File: src/rtl/uart_rx_frame.sv
// uart_rx_frame: 8N1 UART receiver with a 2-FF input synchroniser, a byte push
// strobe per valid frame, a frame-error strobe on a bad stop bit, and break handling.
`timescale 1ns/1ps
module uart_rx_frame #(
    parameter int unsigned CLKS_PER_BIT = 434
) (
    input  logic       in_clk,
    input  logic       in_rst,
    input  logic       rx_pin,
    output logic       uart_push,
    output logic [7:0] uart_data,
    output logic       frame_err,
    output logic       rx_busy
);

    localparam int unsigned CNT_W = (CLKS_PER_BIT > 1) ? $clog2(CLKS_PER_BIT) : 1;
    localparam logic [CNT_W-1:0] HALF = CNT_W'((CLKS_PER_BIT - 1) / 2);
    localparam logic [CNT_W-1:0] LAST = CNT_W'(CLKS_PER_BIT - 1);

    localparam logic [2:0] S_IDLE  = 3'd0;
    localparam logic [2:0] S_START = 3'd1;
    localparam logic [2:0] S_DATA  = 3'd2;
    localparam logic [2:0] S_STOP  = 3'd3;
    localparam logic [2:0] S_BREAK = 3'd4;

    logic             r_sync1;
    logic             r_rx_s;
    logic [2:0]       r_state;
    logic [CNT_W-1:0] r_cnt;
    logic [2:0]       r_bit_idx;
    logic [7:0]       r_shift;
    logic [7:0]       r_data;
    logic             r_push;
    logic             r_err;
    logic             r_busy;

    logic [2:0]       w_state_nxt;
    logic [CNT_W-1:0] w_cnt_nxt;
    logic [2:0]       w_idx_nxt;
    logic [7:0]       w_shift_nxt;
    logic [7:0]       w_data_nxt;
    logic             w_push_nxt;
    logic             w_err_nxt;

    // Synchroniser for the asynchronous line; idles high out of reset
    always_ff @(posedge in_clk) begin
        if (in_rst) begin
            r_sync1 <= 1'b1;
            r_rx_s  <= 1'b1;
        end else begin
            r_sync1 <= rx_pin;
            r_rx_s  <= r_sync1;
        end
    end

    // Next-state, bit timing and output decisions; the counter restarts on every state entry
    always_comb begin
        w_state_nxt = r_state;
        w_cnt_nxt   = r_cnt + CNT_W'(1);
        w_idx_nxt   = r_bit_idx;
        w_shift_nxt = r_shift;
        w_data_nxt  = r_data;
        w_push_nxt  = 1'b0;
        w_err_nxt   = 1'b0;
        case (r_state)
            S_IDLE: begin
                w_cnt_nxt = '0;
                if (!r_rx_s) begin
                    w_state_nxt = S_START;
                end
            end
            S_START: begin
                if (r_cnt == HALF) begin
                    w_cnt_nxt = '0;
                    if (!r_rx_s) begin
                        w_state_nxt = S_DATA;
                        w_idx_nxt   = 3'd0;
                    end else begin
                        w_state_nxt = S_IDLE;
                    end
                end
            end
            S_DATA: begin
                if (r_cnt == LAST) begin
                    w_cnt_nxt   = '0;
                    w_shift_nxt = {r_rx_s, r_shift[7:1]};
                    if (r_bit_idx == 3'd7) begin
                        w_state_nxt = S_STOP;
                    end else begin
                        w_idx_nxt = r_bit_idx + 3'd1;
                    end
                end
            end
            S_STOP: begin
                if (r_cnt == LAST) begin
                    w_cnt_nxt = '0;
                    if (r_rx_s) begin
                        w_data_nxt  = r_shift;
                        w_push_nxt  = 1'b1;
                        w_state_nxt = S_IDLE;
                    end else begin
                        w_err_nxt   = 1'b1;
                        w_state_nxt = S_BREAK;
                    end
                end
            end
            S_BREAK: begin
                w_cnt_nxt = '0;
                if (r_rx_s) begin
                    w_state_nxt = S_IDLE;
                end
            end
            default: begin
                w_cnt_nxt   = '0;
                w_state_nxt = S_IDLE;
            end
        endcase
    end

    // State, datapath and registered outputs
    always_ff @(posedge in_clk) begin
        if (in_rst) begin
            r_state   <= S_IDLE;
            r_cnt     <= '0;
            r_bit_idx <= 3'd0;
            r_shift   <= 8'h00;
            r_data    <= 8'h00;
            r_push    <= 1'b0;
            r_err     <= 1'b0;
            r_busy    <= 1'b0;
        end else begin
            r_state   <= w_state_nxt;
            r_cnt     <= w_cnt_nxt;
            r_bit_idx <= w_idx_nxt;
            r_shift   <= w_shift_nxt;
            r_data    <= w_data_nxt;
            r_push    <= w_push_nxt;
            r_err     <= w_err_nxt;
            r_busy    <= (w_state_nxt != S_IDLE);
        end
    end

    assign uart_push = r_push;
    assign uart_data = r_data;
    assign frame_err = r_err;
    assign rx_busy   = r_busy;

endmodule

File: config.mk
export PLATFORM = sky130hd
export DESIGN_NAME = uart_rx_frame
export DESIGN_NICKNAME = d
export VERILOG_FILES = /design/src/rtl/uart_rx_frame.sv
export SDC_FILE = /design/constraint.sdc
export NUM_CORES = 1
export LEC_CHECK = 0
export BUFFER_PORTS_ARGS = -buffer_cell sky130_fd_sc_hd__buf_2
export CAP_MARGIN = 20
export CORE_ASPECT_RATIO = 1.75
export CORE_UTILIZATION = 58
export DETAILED_ROUTE_END_ITERATION = 12
export PLACE_DENSITY = 0.78
export SLEW_MARGIN = 25
export SYNTH_ARGS = -nofsm -noshare
export SYNTH_HDL_FRONTEND = slang
export SYNTH_SLANG_ARGS = --single-unit
File: constraint.sdc
create_clock -name in_clk -period 2.45 [get_ports in_clk]
set_input_delay 0.3675 -clock in_clk [delete_from_list [all_inputs] [get_ports in_clk]]
set_output_delay 0.3675 -clock in_clk [all_outputs]
set_load 0.005 [all_outputs]
== Yosys cells after proc, flatten, opt, wreduce, memory -nomap -nowiden ==
Index checks and enable logic that the tools add are counted.

* $add $sub $neg: 2
* Multipliers: 0
* Divide/modulo/power cells: 0
* Order comparisons: 0
* Equality and inequality tests: 11
* Shifts and indexed selects: 0
* Mux-type cells: 19
* Bitwise operators: 2
* Reductions and logical operators: 8

{| class="wikitable"
|+ Operator list
! cell !! number
|-
| $mux 3 || 11
|-
| $mux 9 || 2
|-
| $pmux 9 s2 || 1
|-
| $pmux 3 s5 || 1
|-
| $add 9x1->9 const B || 1
|-
| $eq 9x8->1 const B || 1
|-
| $eq 9x9->1 const B || 1
|-
| $ne 2x2->1 const B || 4
|-
| $eq 3x2->1 const B || 2
|-
| $eq 3x3->1 const B || 2
|-
| $pmux 3 s2 || 1
|-
| $reduce_and 5->1 || 1
|-
| $add 3x1->3 const B || 1
|-
| $eq 3x1->1 const B || 1
|-
| $logic_not 3->1 || 1
|-
| $reduce_and 3->1 || 1
|-
| $reduce_bool 3->1 || 1
|-
| $reduce_or 3->1 || 1
|-
| $mux 1 || 2
|-
| $mux 2 || 1
|-
| $not 1->1 || 2
|-
| $reduce_and 2->1 || 1
|-
| $reduce_bool 2->1 || 1
|-
| $reduce_or 2->1 || 1
|}

* Flip-flop bits (word level): 36
* Bits in latches: 0
* Memory bits (writable): 0
* Bits in read-only memories: 0
* Input bits: 3
* Logic and storage cells: 52
* Memories: 0

== Longest topological paths before layout ==
* Depth in word-level cells: 5
* Mapped depth: 7
* Mapped depth without buffers: 6

== Worst setup path after synthesis ==
Ideal clock, no wire load.

* Kind: reg-to-reg
* From: reg r_cnt[0]
* To: reg r_busy (netlist: rx_busy)
* Library setup time: 0.132 ns
* Arrival: 1.580 ns
* Path slack: 0.738 ns
* Stages on the path, launching flop included: 6
* Buffers on the path: 0
* Clock period less this slack: 1.712 ns
* Path through: dfxtp_1 > ha_1 > nand4b_1 > or4_4 > o221a_2 > nand4b_4

* Cells in the longest elaborated chain, start to end: 4

{| class="wikitable"
|+ RTL lines
! element !! line !! RTL
|-
| start: declaration || 29 || <nowiki>logic [CNT_W-1:0] r_cnt;</nowiki>
|-
| start signal: assignment || 133 || <nowiki>r_cnt <= w_cnt_nxt;</nowiki>
|-
| $eq 9x9->1 or $eq 9x8->1 (tied branches) || 84, 95, 73 ||
|-
| $mux 3, on equally long branches || 95, 73, 84 ||
|-
| $pmux 3 s5 (*) || 65 || <nowiki>case (r_state)</nowiki>
|-
| $reduce_bool 3->1 (*) || 139 || <nowiki>r_busy <= (w_state_nxt != S_IDLE);</nowiki>
|-
| end signal: assignment || 139 ||
|-
| end: declaration || 35 || <nowiki>logic r_busy;</nowiki>
|}

Mark *: on every way between the ends. The rest lies on a longest branch, timed or not.
A chain may end at the register's enable or synchronous reset.

== Final worst setup path ==
* From: reg r_cnt[0]
* To: reg r_data[4] (netlist: uart_data[4])

* Cells in the longest elaborated chain, start to end: 2

{| class="wikitable"
|+ RTL lines
! element !! line !! RTL
|-
| $eq 9x9->1 || 95 || <nowiki>if (r_cnt == LAST) begin</nowiki>
|-
| $reduce_and 3->1 (no source line) || - ||
|-
| end signal: assignment || 136 || <nowiki>r_data <= w_data_nxt;</nowiki>
|-
| end: declaration || 32 || <nowiki>logic [7:0] r_data;</nowiki>
|}

No other way between the ends.

==> out/summary.log <==
INFO  grt            grt_pass1_wl=5.26mm
INFO  min_path       min_from=rx_pin
INFO  setup_path     r2r_cells=5
INFO  detailed_routing detail_route.wl_per_cell=15.0um
INFO  cts            cts_htree_levels=2
INFO  detailed_routing routed_vias=1267
INFO  sta            setup-violations-final=0
INFO  setup_path     timing.rr.end=uart_data[4]
INFO  placed_design  gp_congestion=0.824
INFO  grt            grt_pass1_vias=1217
INFO  cts            tritoncts.num_buffers=5
INFO  layout         stdcell_area=0.00179mm^2
INFO  yosys          synth_top_area_share=43.7%
INFO  min_path       holdPathStages=2
INFO  sta            worst_margin_pin_slew=0.510ns
INFO  sta            final-max-slew-violation-count=0
INFO  min_path       hold_end=r_sync1
INFO  setup_path     end_kind=flip-flop
INFO  layout         number_of_antenna_cells_inserted=0
INFO  pwr            static-leakage-power=0.000814uW
INFO  yosys          synth_seq_cells=36
INFO  placed_design  io_buffer_count=13
INFO  pwr            power.ir.vdd_worst=0.586mV
INFO  sta            fin_crit=2.02ns
INFO  layout         number_of_standard_cells_in_the_final_layout_excluding_fillers=208
INFO  sta            timing.final.hold_violations=0
INFO  setup_path     required=2.61ns
INFO  pwr            power.density_cell_area=591mW/mm^2
INFO  floorplan      dieHeight=72.5um
INFO  job            drv_cap=0
INFO  sta            fin_setup_tns=0ns
INFO  setup_path     timing.rr.start=r_cnt[0]
INFO  setup_path     critical_path_at=2.18ns
INFO  cts            hold_buffers=0
INFO  setup_path     critical_path.startpoint_type=flip-flop
INFO  detailed_routing post-route-drc-count=0
INFO  detailed_routing drt_pre_antenna_iters=4
INFO  setup_path     timing_worst_setup_path_type=reg2reg
INFO  grt            initial_antenna_violation_count=0
INFO  floorplan      floorplan.initialDensity=61.3%
INFO  sta            achievable-frequency=496MHz
INFO  grt            globalRouteTotalUtil=22.8%
INFO  yosys          synth.avg_cell_area=9.64um^2
INFO  grt            gr-total-overflow=0
INFO  detailed_routing final_wl=3.12mm
INFO  floorplan      pin_count=14
INFO  floorplan      rows=25
INFO  sta            final.setup_skew=0.00143ns
INFO  setup_path     worstPathMaxFanout=8
INFO  yosys          synth_sequential_area_ratio=43.7%
INFO  cts            cts-root-buf=sky130_fd_sc_hd__clkbuf_8
INFO  layout         final_layout_size_suffix_gt1_share=18.2%
INFO  yosys          ys_warn_count=0
INFO  yosys          yosys.cell_types.count=41
INFO  setup_path     worstPathBufferInverterCount=0
INFO  layout         final_nets=189
INFO  placed_design  place_area=0.00169mm^2
INFO  sta            grt_setup_unrepaired=false
INFO  layout         synthToLayoutAreaGrowth=8.43%
INFO  grt            grt_start_max_net_pins=27
INFO  detailed_routing drtAntennaViolNets=0
INFO  placed_design  place.detailed.instances=201
INFO  setup_path     longest_individual_stage_delay_on_the_worst_path=0.76ns
INFO  floorplan      die_w=42.3um
INFO  layout         layout_filler_cell_count=231
INFO  cts            clk-insertion-delay-late=0.28ns
INFO  floorplan      core_region=0.00269mm^2
INFO  cts            cts.repair_timing.setup_buffer_count=0
INFO  floorplan      die_area=0.00307mm^2
INFO  cts            clkSinkCount=36
INFO  setup_path     rrSetupSlack=0.43ns
INFO  setup_path     cp_top_family=simple AND/OR/NAND/NOR gates
INFO  cts            cts.path.max_buffers=2
INFO  yosys          netlist.top_cell.by_area=sky130_fd_sc_hd__dfxtp_1
INFO  detailed_routing first_iter_violations=35
INFO  setup_path     worst_path_cell_with_the_longest_stage_delay=sky130_fd_sc_hd__or4_1
INFO  cts            cts_repair_resize_count=0
INFO  sta            finalCritPeriodShare=82.3%
INFO  detailed_routing drt-vias-per-instance=6.09
INFO  min_path       holdCritPathClass=in2reg
INFO  yosys          synth_area_leaders=sky130_fd_sc_hd__dfxtp_1 44%, sky130_fd_sc_hd__mux2i_1 9.7%, sky130_fd_sc_hd__nor2_1 7.3%
INFO  yosys          synthesis.area=0.00165mm^2
INFO  yosys          postSynthNetCount=179
INFO  yosys          syn-instance-count=171
INFO  setup_path     series_of_cell_instances_along_the_critical_path=ha_1 -> nand4bb_1 -> or4_1 -> mux2i_1 -> nor2_1
INFO  run_status     run_status=complete, no violations
INFO  sta            max-slew-margin-rel=65.9%
INFO  cts            clkSlewWorstSetupHoldPaths=0.06ns
INFO  placed_design  post_dp_hpwl=2.35mm
INFO  cts            tritoncts=yes
-- metrics by stage --
stage	hold slack (ns)	utilization, %	worst slack, ns	power [uW]
2_1_floorplan	0.389	-	0.738	624
3_3_place_gp	0.396	62.8	0.543	627
3_5_place_dp	0.394	62.8	0.433	629
4_1_cts	0.267	66.4	0.426	1060
5_1_grt	0.273	66.4	0.272	1090
6_report	0.267	66.4	0.435	1060
-- logic make-up (layout without fill, tap and decap cells) --
kind of cell,Yosys count,after routing,share of synthesized area (%)
AOI/OAI and AO/OA,13,13,5.39
xor gates and xnor gates,7,7,3.72
adders and majority gates,5,5,3.80
buffers and inverters,17,27,5.24
DFF,36,36,43.7
muxes,16,16,9.72
and+or+nand+nor,77,77,28.4
-- where the power goes --
part           leakage (uW)  switching (uW)  total, uW  internal (uW)
logic              0.000473            14.5       22.7           8.18
clock network     0.0000503             190        440            250
registers          0.000291            4.31        593            589
-- how the worst max path moves through the flow --
| stage | cells past startpoint | slack (ns) | endpoint | from |
|---|---|---|---|---|
| final | 5 | 0.43 | uart_data[4] | r_cnt[0] |
| after global routing | 5 | 0.27 | uart_data[4] | r_cnt[0] |
| after CTS | 5 | 0.43 | uart_data[3] | r_cnt[0] |
| after detailed placement | 5 | 0.43 | uart_data[3] | r_cnt[0] |
| after global placement | 5 | 0.54 | uart_data[4] | r_cnt[0] |
| after floorplan | 5 | 0.74 | rx_busy | r_cnt[0] |
-- area by class of cell --
type	count	area (um^2)	share of cell area, %
Timing Repair Buffer	14	72.6	4.06
Inverter	6	22.5	1.26
Tap cell	27	33.8	1.89
Sequential cell	36	721	40.3
Clock buffer	7	96.3	5.39
Multi-Input combinational cell	118	841	47.1
-- worst register-to-register path, cell delays in order (launching register included) --
cell,delay (ns)
sky130_fd_sc_hd__dfxtp_1,0.40
sky130_fd_sc_hd__ha_1,0.21
sky130_fd_sc_hd__nand4bb_1,0.20
sky130_fd_sc_hd__or4_1,0.76
sky130_fd_sc_hd__mux2i_1,0.25
sky130_fd_sc_hd__nor2_1,0.06
-- per-layer routing --
metal	GRT usage [%]	wire length (um)
met2	41.5	1780
met1	21.8	1120
met5	0	0
met4	13.5	123
met3	6.97	98
-- cell usage in the layout (no fill, tap or decap), types with 4 or more instances in the layout --
| master | netlist | final |
|---|---|---|
| sky130_fd_sc_hd__o21ai_0 | 4 | 4 |
| sky130_fd_sc_hd__nor2_1 | 32 | 32 |
| sky130_fd_sc_hd__clkbuf_8 | 0 | 7 |
| sky130_fd_sc_hd__buf_2 | 3 | 13 |
| sky130_fd_sc_hd__dfxtp_1 | 36 | 36 |
| sky130_fd_sc_hd__xnor2_1 | 5 | 5 |
| sky130_fd_sc_hd__inv_1 | 6 | 6 |
| sky130_fd_sc_hd__ha_1 | 5 | 5 |
| sky130_fd_sc_hd__nand3_1 | 9 | 9 |
| sky130_fd_sc_hd__nand2_1 | 4 | 4 |
| sky130_fd_sc_hd__mux2i_1 | 16 | 16 |
-- sequential cells by signal (all words and copies together), names as in the netlist --
name and cells:
uart_data 8, r_cnt 9, r_bit_idx 3, frame_err 1, uart_push 1, r_state 3, r_shift 8, r_sync1 1
r_rx_s 1, rx_busy 1
-- synth_stat cells, drive strengths merged --
master	n
dfxtp	36
nor2	32
mux2i	16
nand3	9
buf	7
inv	6
ha	5
xnor2	5
clkbuf	4
nand2	4
o21ai	4
a21oi	3
nand4	3
nand4b	3
nor3b	3
nor4	3
or2	3
and3	2
and4b	2
and4bb	2
nand4bb	2
nor3	2
nor4b	2
o211ai	2
or4	2
xor2	2
a211o	1
nand3b	1
o2111ai	1
o221a	1
o31a	1
or3	1
or4b	1
Note: power is estimated with default switching activity, not from simulation.
